==> src/rtl/parking_pkg.sv <==
// Shared definitions for the parking gate controller.
// Contents: the gate state enum, the badge class constants, the default barrier
// timing values, and a helper that sizes the per-gate timer.
package parking_pkg;

    typedef enum logic [1:0] {
        IDLE    = 2'd0,
        OPEN    = 2'd1,
        CLOSING = 2'd2
    } gate_state_t;

    localparam logic UNI    = 1'b1;
    localparam logic PUBLIC = 1'b0;

    localparam int DEF_OPEN_TIMEOUT = 16;
    localparam int DEF_CLOSE_CYCLES = 4;

    // The timer must be able to hold the larger of the two phase lengths.
    function automatic int timer_width(input int open_timeout, input int close_cycles);
        int max_v;
        max_v = (open_timeout > close_cycles) ? open_timeout : close_cycles;
        return $clog2(max_v + 1);
    endfunction

endpackage

==> src/rtl/parking_gate_fsm.sv <==
// One barrier: IDLE -> OPEN -> CLOSING -> IDLE, with a badge class latched
// when the barrier is granted.
// Ports:
//   clock, reset   - clock and synchronous active-high reset
//   request        - car waiting at the barrier (level)
//   is_uni         - badge class, sampled together with request
//   passed         - pass sensor (level)
//   grant_ok       - 1 allows a request in IDLE to open the barrier
//   barrier_open   - barrier drive
//   car_event      - one-cycle pulse when a car passes an open barrier
//   is_uni_event   - latched class, valid only with car_event
//   reject         - one-cycle pulse: request refused (grant_ok low)
//   timeout        - one-cycle pulse: barrier gave up waiting for the car
// All outputs are registered.
module parking_gate_fsm
    import parking_pkg::*;
#(
    parameter int OPEN_TIMEOUT = DEF_OPEN_TIMEOUT,
    parameter int CLOSE_CYCLES = DEF_CLOSE_CYCLES
) (
    input  logic clock,
    input  logic reset,
    input  logic request,
    input  logic is_uni,
    input  logic passed,
    input  logic grant_ok,
    output logic barrier_open,
    output logic car_event,
    output logic is_uni_event,
    output logic reject,
    output logic timeout
);

    localparam int TW = timer_width(OPEN_TIMEOUT, CLOSE_CYCLES);
    localparam logic [TW-1:0] OPEN_LAST  = TW'(OPEN_TIMEOUT - 1);
    localparam logic [TW-1:0] CLOSE_LAST = TW'(CLOSE_CYCLES - 1);
    localparam logic [TW-1:0] TIMER_MAX  = {TW{1'b1}};
    localparam logic [TW-1:0] TIMER_ZERO = {TW{1'b0}};

    gate_state_t   state_r;
    gate_state_t   state_nx_s;
    logic [TW-1:0] timer_r;
    logic [TW-1:0] timer_nx_s;
    logic [TW-1:0] timer_inc_s;
    logic          cls_r;
    logic          cls_nx_s;
    logic          barrier_r;
    logic          event_r;
    logic          event_nx_s;
    logic          is_uni_event_r;
    logic          reject_r;
    logic          reject_nx_s;
    logic          timeout_r;
    logic          timeout_nx_s;

    // Saturating increment: the timer never wraps.
    assign timer_inc_s = (timer_r == TIMER_MAX) ? timer_r : (timer_r + TW'(1));

    // Next-state, timer, class latch and next output values.
    always_comb begin
        state_nx_s   = state_r;
        timer_nx_s   = timer_r;
        cls_nx_s     = cls_r;
        event_nx_s   = 1'b0;
        reject_nx_s  = 1'b0;
        timeout_nx_s = 1'b0;
        case (state_r)
            IDLE: begin
                if (request) begin
                    if (grant_ok) begin
                        state_nx_s = OPEN;
                        cls_nx_s   = is_uni;
                        timer_nx_s = TIMER_ZERO;
                    end else begin
                        // Refused requests re-evaluate every cycle they stay high.
                        reject_nx_s = 1'b1;
                    end
                end else begin
                    state_nx_s = IDLE;
                end
            end
            OPEN: begin
                // Pass wins over timeout when both happen in the same cycle.
                if (passed) begin
                    event_nx_s = 1'b1;
                    state_nx_s = CLOSING;
                    timer_nx_s = TIMER_ZERO;
                end else if (timer_r == OPEN_LAST) begin
                    timeout_nx_s = 1'b1;
                    state_nx_s   = CLOSING;
                    timer_nx_s   = TIMER_ZERO;
                end else begin
                    timer_nx_s = timer_inc_s;
                end
            end
            CLOSING: begin
                if (timer_r == CLOSE_LAST) begin
                    state_nx_s = IDLE;
                    timer_nx_s = TIMER_ZERO;
                end else begin
                    timer_nx_s = timer_inc_s;
                end
            end
            default: begin
                state_nx_s = IDLE;
                timer_nx_s = TIMER_ZERO;
                cls_nx_s   = PUBLIC;
            end
        endcase
    end

    // State, timer, class latch and registered outputs.
    always_ff @(posedge clock) begin
        if (reset) begin
            state_r        <= IDLE;
            timer_r        <= TIMER_ZERO;
            cls_r          <= PUBLIC;
            barrier_r      <= 1'b0;
            event_r        <= 1'b0;
            is_uni_event_r <= PUBLIC;
            reject_r       <= 1'b0;
            timeout_r      <= 1'b0;
        end else begin
            state_r        <= state_nx_s;
            timer_r        <= timer_nx_s;
            cls_r          <= cls_nx_s;
            barrier_r      <= (state_nx_s == OPEN);
            event_r        <= event_nx_s;
            is_uni_event_r <= event_nx_s & cls_r;
            reject_r       <= reject_nx_s;
            timeout_r      <= timeout_nx_s;
        end
    end

    assign barrier_open = barrier_r;
    assign car_event    = event_r;
    assign is_uni_event = is_uni_event_r;
    assign reject       = reject_r;
    assign timeout      = timeout_r;

endmodule

==> src/rtl/parking_gate_ctrl.sv <==
// Gate-side controller feeding the parking occupancy counter's event interface.
// Runs independent entry and exit barriers; entry grants depend on the vacancy
// flag of the car's class, exit always grants.
// Ports:
//   clock, reset                           - clock, synchronous active-high reset
//   entry_request/entry_is_uni/entry_passed - entry request, class, pass sensor
//   exit_request/exit_is_uni/exit_passed    - exit request, class, pass sensor
//   uni_is_vacated_space, is_vacated_space  - vacancy flags from the counter
//   entry_barrier_open, exit_barrier_open   - barrier drives
//   car_entered/is_uni_car_entered          - entry event pulse and its class
//   car_exited/is_uni_car_exited            - exit event pulse and its class
//   entry_reject, entry_timeout, exit_timeout - one-cycle status pulses
module parking_gate_ctrl
    import parking_pkg::*;
#(
    parameter int OPEN_TIMEOUT = DEF_OPEN_TIMEOUT,
    parameter int CLOSE_CYCLES = DEF_CLOSE_CYCLES
) (
    input  logic clock,
    input  logic reset,
    input  logic entry_request,
    input  logic entry_is_uni,
    input  logic entry_passed,
    input  logic exit_request,
    input  logic exit_is_uni,
    input  logic exit_passed,
    input  logic uni_is_vacated_space,
    input  logic is_vacated_space,
    output logic entry_barrier_open,
    output logic exit_barrier_open,
    output logic car_entered,
    output logic is_uni_car_entered,
    output logic car_exited,
    output logic is_uni_car_exited,
    output logic entry_reject,
    output logic entry_timeout,
    output logic exit_timeout
);

    logic entry_grant_ok_s;
    logic exit_reject_unused_s;

    assign entry_grant_ok_s = (entry_is_uni == UNI) ? uni_is_vacated_space : is_vacated_space;

    parking_gate_fsm #(
        .OPEN_TIMEOUT (OPEN_TIMEOUT),
        .CLOSE_CYCLES (CLOSE_CYCLES)
    ) u_entry (
        .clock        (clock),
        .reset        (reset),
        .request      (entry_request),
        .is_uni       (entry_is_uni),
        .passed       (entry_passed),
        .grant_ok     (entry_grant_ok_s),
        .barrier_open (entry_barrier_open),
        .car_event    (car_entered),
        .is_uni_event (is_uni_car_entered),
        .reject       (entry_reject),
        .timeout      (entry_timeout)
    );

    // Exit never checks vacancy, so its reject output stays low.
    parking_gate_fsm #(
        .OPEN_TIMEOUT (OPEN_TIMEOUT),
        .CLOSE_CYCLES (CLOSE_CYCLES)
    ) u_exit (
        .clock        (clock),
        .reset        (reset),
        .request      (exit_request),
        .is_uni       (exit_is_uni),
        .passed       (exit_passed),
        .grant_ok     (1'b1),
        .barrier_open (exit_barrier_open),
        .car_event    (car_exited),
        .is_uni_event (is_uni_car_exited),
        .reject       (exit_reject_unused_s),
        .timeout      (exit_timeout)
    );

endmodule

==> config.mk <==
export PLATFORM = sky130hd
export DESIGN_NAME = parking_gate_ctrl
export DESIGN_NICKNAME = d
export VERILOG_FILES = /design/src/rtl/parking_pkg.sv /design/src/rtl/parking_gate_fsm.sv /design/src/rtl/parking_gate_ctrl.sv
export SDC_FILE = /design/constraint.sdc
export NUM_CORES = 1
export LEC_CHECK = 0
export CORE_ASPECT_RATIO = 1.4
export CORE_UTILIZATION = 55
export DETAILED_ROUTE_END_ITERATION = 8
export PLACE_DENSITY = 0.8
export SYNTH_ARGS = -nofsm -noshare
export SYNTH_HDL_FRONTEND = slang
export SYNTH_HIERARCHICAL = 1
export SYNTH_SLANG_ARGS = --single-unit
==> constraint.sdc <==
create_clock -name clock -period 4.2 [get_ports clock]
set_input_delay 0.84 -clock clock [delete_from_list [all_inputs] [get_ports clock]]
set_output_delay 0.84 -clock clock [all_outputs]
set_load 0.01 [all_outputs]
**After elaboration in Yosys (flattened, before gate mapping)**

Cells that the tools add are included.

- Bits in registers: 25
- Input bits: 10
- Output and inout bits: 9
- Word-level logic and storage cells: 87

- $add $sub $neg: 2
- Equality and inequality tests: 15
- Multiplexer cells: 37
- Bitwise logic cells: 8
- Reductions and logical operators: 10

Operators by type and width:

| kind | count |
|---|---|
| 5-bit two-way mux | 11 |
| 5-bit case mux with 3 select lines | 2 |
| 2-bit two-way mux | 8 |
| 1-bit two-way mux | 12 |
| 2-bit case mux with 3 select lines | 2 |
| 5-bit by 1-bit adder with 5-bit output, second input constant | 2 |
| 5-bit by 2-bit == test with 1-bit output, second input constant | 2 |
| 5-bit by 4-bit == test with 1-bit output, second input constant | 2 |
| 5-bit == test, second input constant | 2 |
| 3-bit OR reduction | 3 |
| 2-bit by 1-bit == test with 1-bit output, second input constant | 4 |
| 2-bit != test, second input constant | 3 |
| 1-bit inverter | 6 |
| 2-bit == test, second input constant | 2 |
| 2-bit logical NOT | 2 |
| 1-bit case mux with 2 select lines | 2 |
| 2-bit AND reduction | 2 |
| 2-bit OR reduction | 2 |
| 3-bit AND reduction | 1 |
| 1-bit bitwise AND | 2 |

**Longest topological paths before layout**

- Word-level depth: 5
- Mapped depth: 6
- Mapped depth without buffers: 6

**Modules after synthesis**

The synthesis kept the hierarchy.

By module, submodules not included:

| module | times used | cells each | area each (µm²) | seq. area each (µm²) |
|---|---|---|---|---|
| parking_gate_fsm | 2 | 79 | 742.0 | 260.2 |
| parking_gate_ctrl | 1 | 2 | 18.8 | 0.0 |

**Least setup slack after synthesis**

OpenSTA, ideal clock, no wires.

- Kind: input to register
- From: input port entry_is_uni
- To: register u_entry.timer_r[1]
- Library setup time: 117 ps
- Data arrival time: 1782 ps
- Required time: 4083 ps
- Slack: 2300 ps
- Stages: 4
- Path buffers: 0
- Cells stage by stage: mux2_4 -> a21boi_1 -> a21oi_1 -> a32o_1

- Word-level cells in the longest chain between the ends: 3

Ends and longest elaborated chain:

| item | line | text |
|---|---|---|
| from (decl) | parking_gate_ctrl.sv:22 | `input logic entry_is_uni,` |
| 1-bit two-way mux | parking_gate_ctrl.sv:43 | `assign entry_grant_ok_s = (entry_is_uni == UNI) ? uni_is_vacated_space : is_vacated_space;` |
| 2-bit != test (no source line) | - |  |
| 2-bit AND reduction (no source line) | - |  |
| to (signal assigned) | parking_gate_fsm.sv:125 | `timer_r <= timer_nx_s;` |
| to (decl) | parking_gate_fsm.sv:42 | `logic [TW-1:0] timer_r;` |

Every way passes these cells.
A chain may end at the register's enable or synchronous reset.

==> impl_metrics.yaml <==
worst_setup_path:
  crit_path_end_kind: "flop"
  crit_start: "reset"
  path_max_fanout: 25
  cp-start-kind: "input pin"
  rr_worst_depth: 6
  reg2reg_from: "u_entry/state_r[0]"
  required_ns: 4.41
  r2r-end: "u_entry/timer_r[1]"
  criticalPathCategory: "input pin to flop"
  r2r_setup_slack_ns: 2.35
  arrival_ns: 2.72
  crit_end: "u_exit/timer_r[1]"
detailed_routing:
  drtAntennaViolNets: 0
  avgRoutedWirePerCell_um: 14.54
  num_vias: 1263
  dr.first_iter.drc_count: 27
  drcViolationCount: 0
  dr.pass1.iters: 4
  wirelength_mm: 3.098
  via_per_inst: 5.930
logic_synthesis:
  syn_area_um2: 1478
  yosysWarningCount: 6
  syn_inst: 158
  syn_avg_cell_area_um2: 9.352
floorplanning:
  fp-row-count: 21
  core_um2: 2470
  die_w_um: 45.81
  ios: 19
  fp.dieArea_um2: 2901
  start_util: 0.5983
  die_y_um: 63.33
clocking:
  numCtsBuffers: 3
  postCtsHoldBufs: 0
  cts_buffer_depth: 2
  clock_latency_ns: 0.31
  cts_root_buf: "clkbuf_4"
  post-cts-setup-buffer-count: 0
  clk_pin_slew_ns: 0.13
  cts.repair.resized: 0
  h-tree-depth: 1
  tritoncts: "done"
  clock-sinks: 25
layout:
  fillers: 208
  post-route-util: 0.6920
  n_antenna_cell: 0
  drive_gt1_frac: 0.09497
  final_area_um2: 1709
  final_nets: 200
  area_growth_syn_to_layout_pct: 15.66
global_route:
  grt_antenna_before_repair: 0
  grt_max_degree: 26
  grt_overflow: 0
  grt_pass1_vias: 1240
  grt_pass1_wl_mm: 5.271
  grt_use_total: 0.2413
pwr:
  power.leakage_nw: 0.6544
  vdd_drop_max_mv: 0.1982
  power_uw: 412.7
  p_per_area_nw_per_um2: 241.4
min_path:
  hold_path_class: "flop to flop"
sta:
  max_freq_mhz: 399.1
  relSlewSlack: 0.4883
  rsz0062_at_grt: "no"
  clock_skew_ns: 0.004557
  setup_tns_ns: 0
  setup_violations: 0
  tightest_slew_ns: 0.7651
  maxSlewViolCount: 0
  finalCritPeriodShare: 0.5967
  period_needed_ns: 2.506
  finalHoldViolations: 0
place:
  place.gp.congestion: 0.8235
  io_buffers: 18
  placed_cell_area_um2: 1682
  hpwl_mm: 2.374
run:
  drv_cap: 0
run_status:
  status: "completed"
[state kept, by name, indices dropped and copies added (netlist names)]
name                  flops
u_exit/barrier_open       1
u_entry/barrier_open      1
u_exit/is_uni_event       1
u_entry/timeout           1
u_exit/state_r            2
u_entry/timer_r           5
u_entry/reject            1
u_exit/timeout            1
u_entry/is_uni_event      1
u_exit/cls_r              1
u_exit/timer_r            5
u_entry/state_r           2
u_entry/car_event         1
u_exit/car_event          1
u_entry/cls_r             1
[where the power goes]
group | total [mW] | internal [mW] | leakage [nW] | switching [mW]
registers | 0.245 | 0.242 | 0.202 | 0.00321
logic | 0.0665 | 0.0318 | 0.434 | 0.0347
clock network | 0.101 | 0.0356 | 0.0177 | 0.0656
total | 0.413 | 0.309 | 0.654 | 0.103
[worst min path at each step]
stage	slack, ns	end	from	cells past startpoint
detailed placement	0.45	u_entry/is_uni_event	u_entry/cls_r	1
finish	0.48	u_exit/is_uni_event	u_exit/cls_r	1
CTS	0.48	u_entry/cls_r	u_entry/cls_r	2
floorplan	0.42	u_entry/is_uni_event	u_entry/cls_r	1
global route	0.49	u_exit/is_uni_event	u_exit/cls_r	1
global placement	0.46	u_entry/is_uni_event	u_entry/cls_r	1
[through the flow]
stage	worst slack [ns]	cells	hold WS, ns
3_5_place_dp	1.399	209	0.4540
5_1_grt	1.645	213	0.4865
6_report	1.694	213	0.4850
2_1_floorplan	2.300	161	0.4229
3_3_place_gp	1.460	209	0.4573
4_1_cts	1.725	213	0.4840
[critical path: stages]
cell	delay, ns
clkdlybuf4s50_1	0.97
and4bb_2	0.32
o2bb2ai_2	0.15
a31o_1	0.23
a32o_1	0.20
[layout by cell type, fill, tap and decap left out, drive strengths merged, types with 3 or more instances in the layout]
cell type       n
dfxtp          25
clkdlybuf4s50  18
nor2           16
a21oi          12
ha             10
nor2b           8
nand2           8
inv             6
o21ai           4
nand3           4
a32o            4
nand3b          4
a31oi           4
conb            4
a21boi          4
clkbuf          3
nor3            3
[cell type report]
| type | instances | area (um2) | area share |
|---|---|---|---|
| multi-input cells | 126 | 935.9 | 0.5476 |
| flip-flops and latches | 25 | 500.5 | 0.2928 |
| repair buffers | 18 | 180.2 | 0.1054 |
| well taps | 34 | 42.54 | 0.02489 |
| clock buffers | 3 | 22.52 | 0.01318 |
| inverters | 6 | 22.52 | 0.01318 |
| clock inverters | 1 | 5.005 | 0.002928 |
[per-layer routing]
layer / wire length, um / global-route usage
met3: 127 / 0.04298
met4: 53 / 0.1213
met2: 1655 / 0.4196
met1: 1262 / 0.2643
met5: 0 / 0
Note: power is estimated with default switching activity, not from simulation.
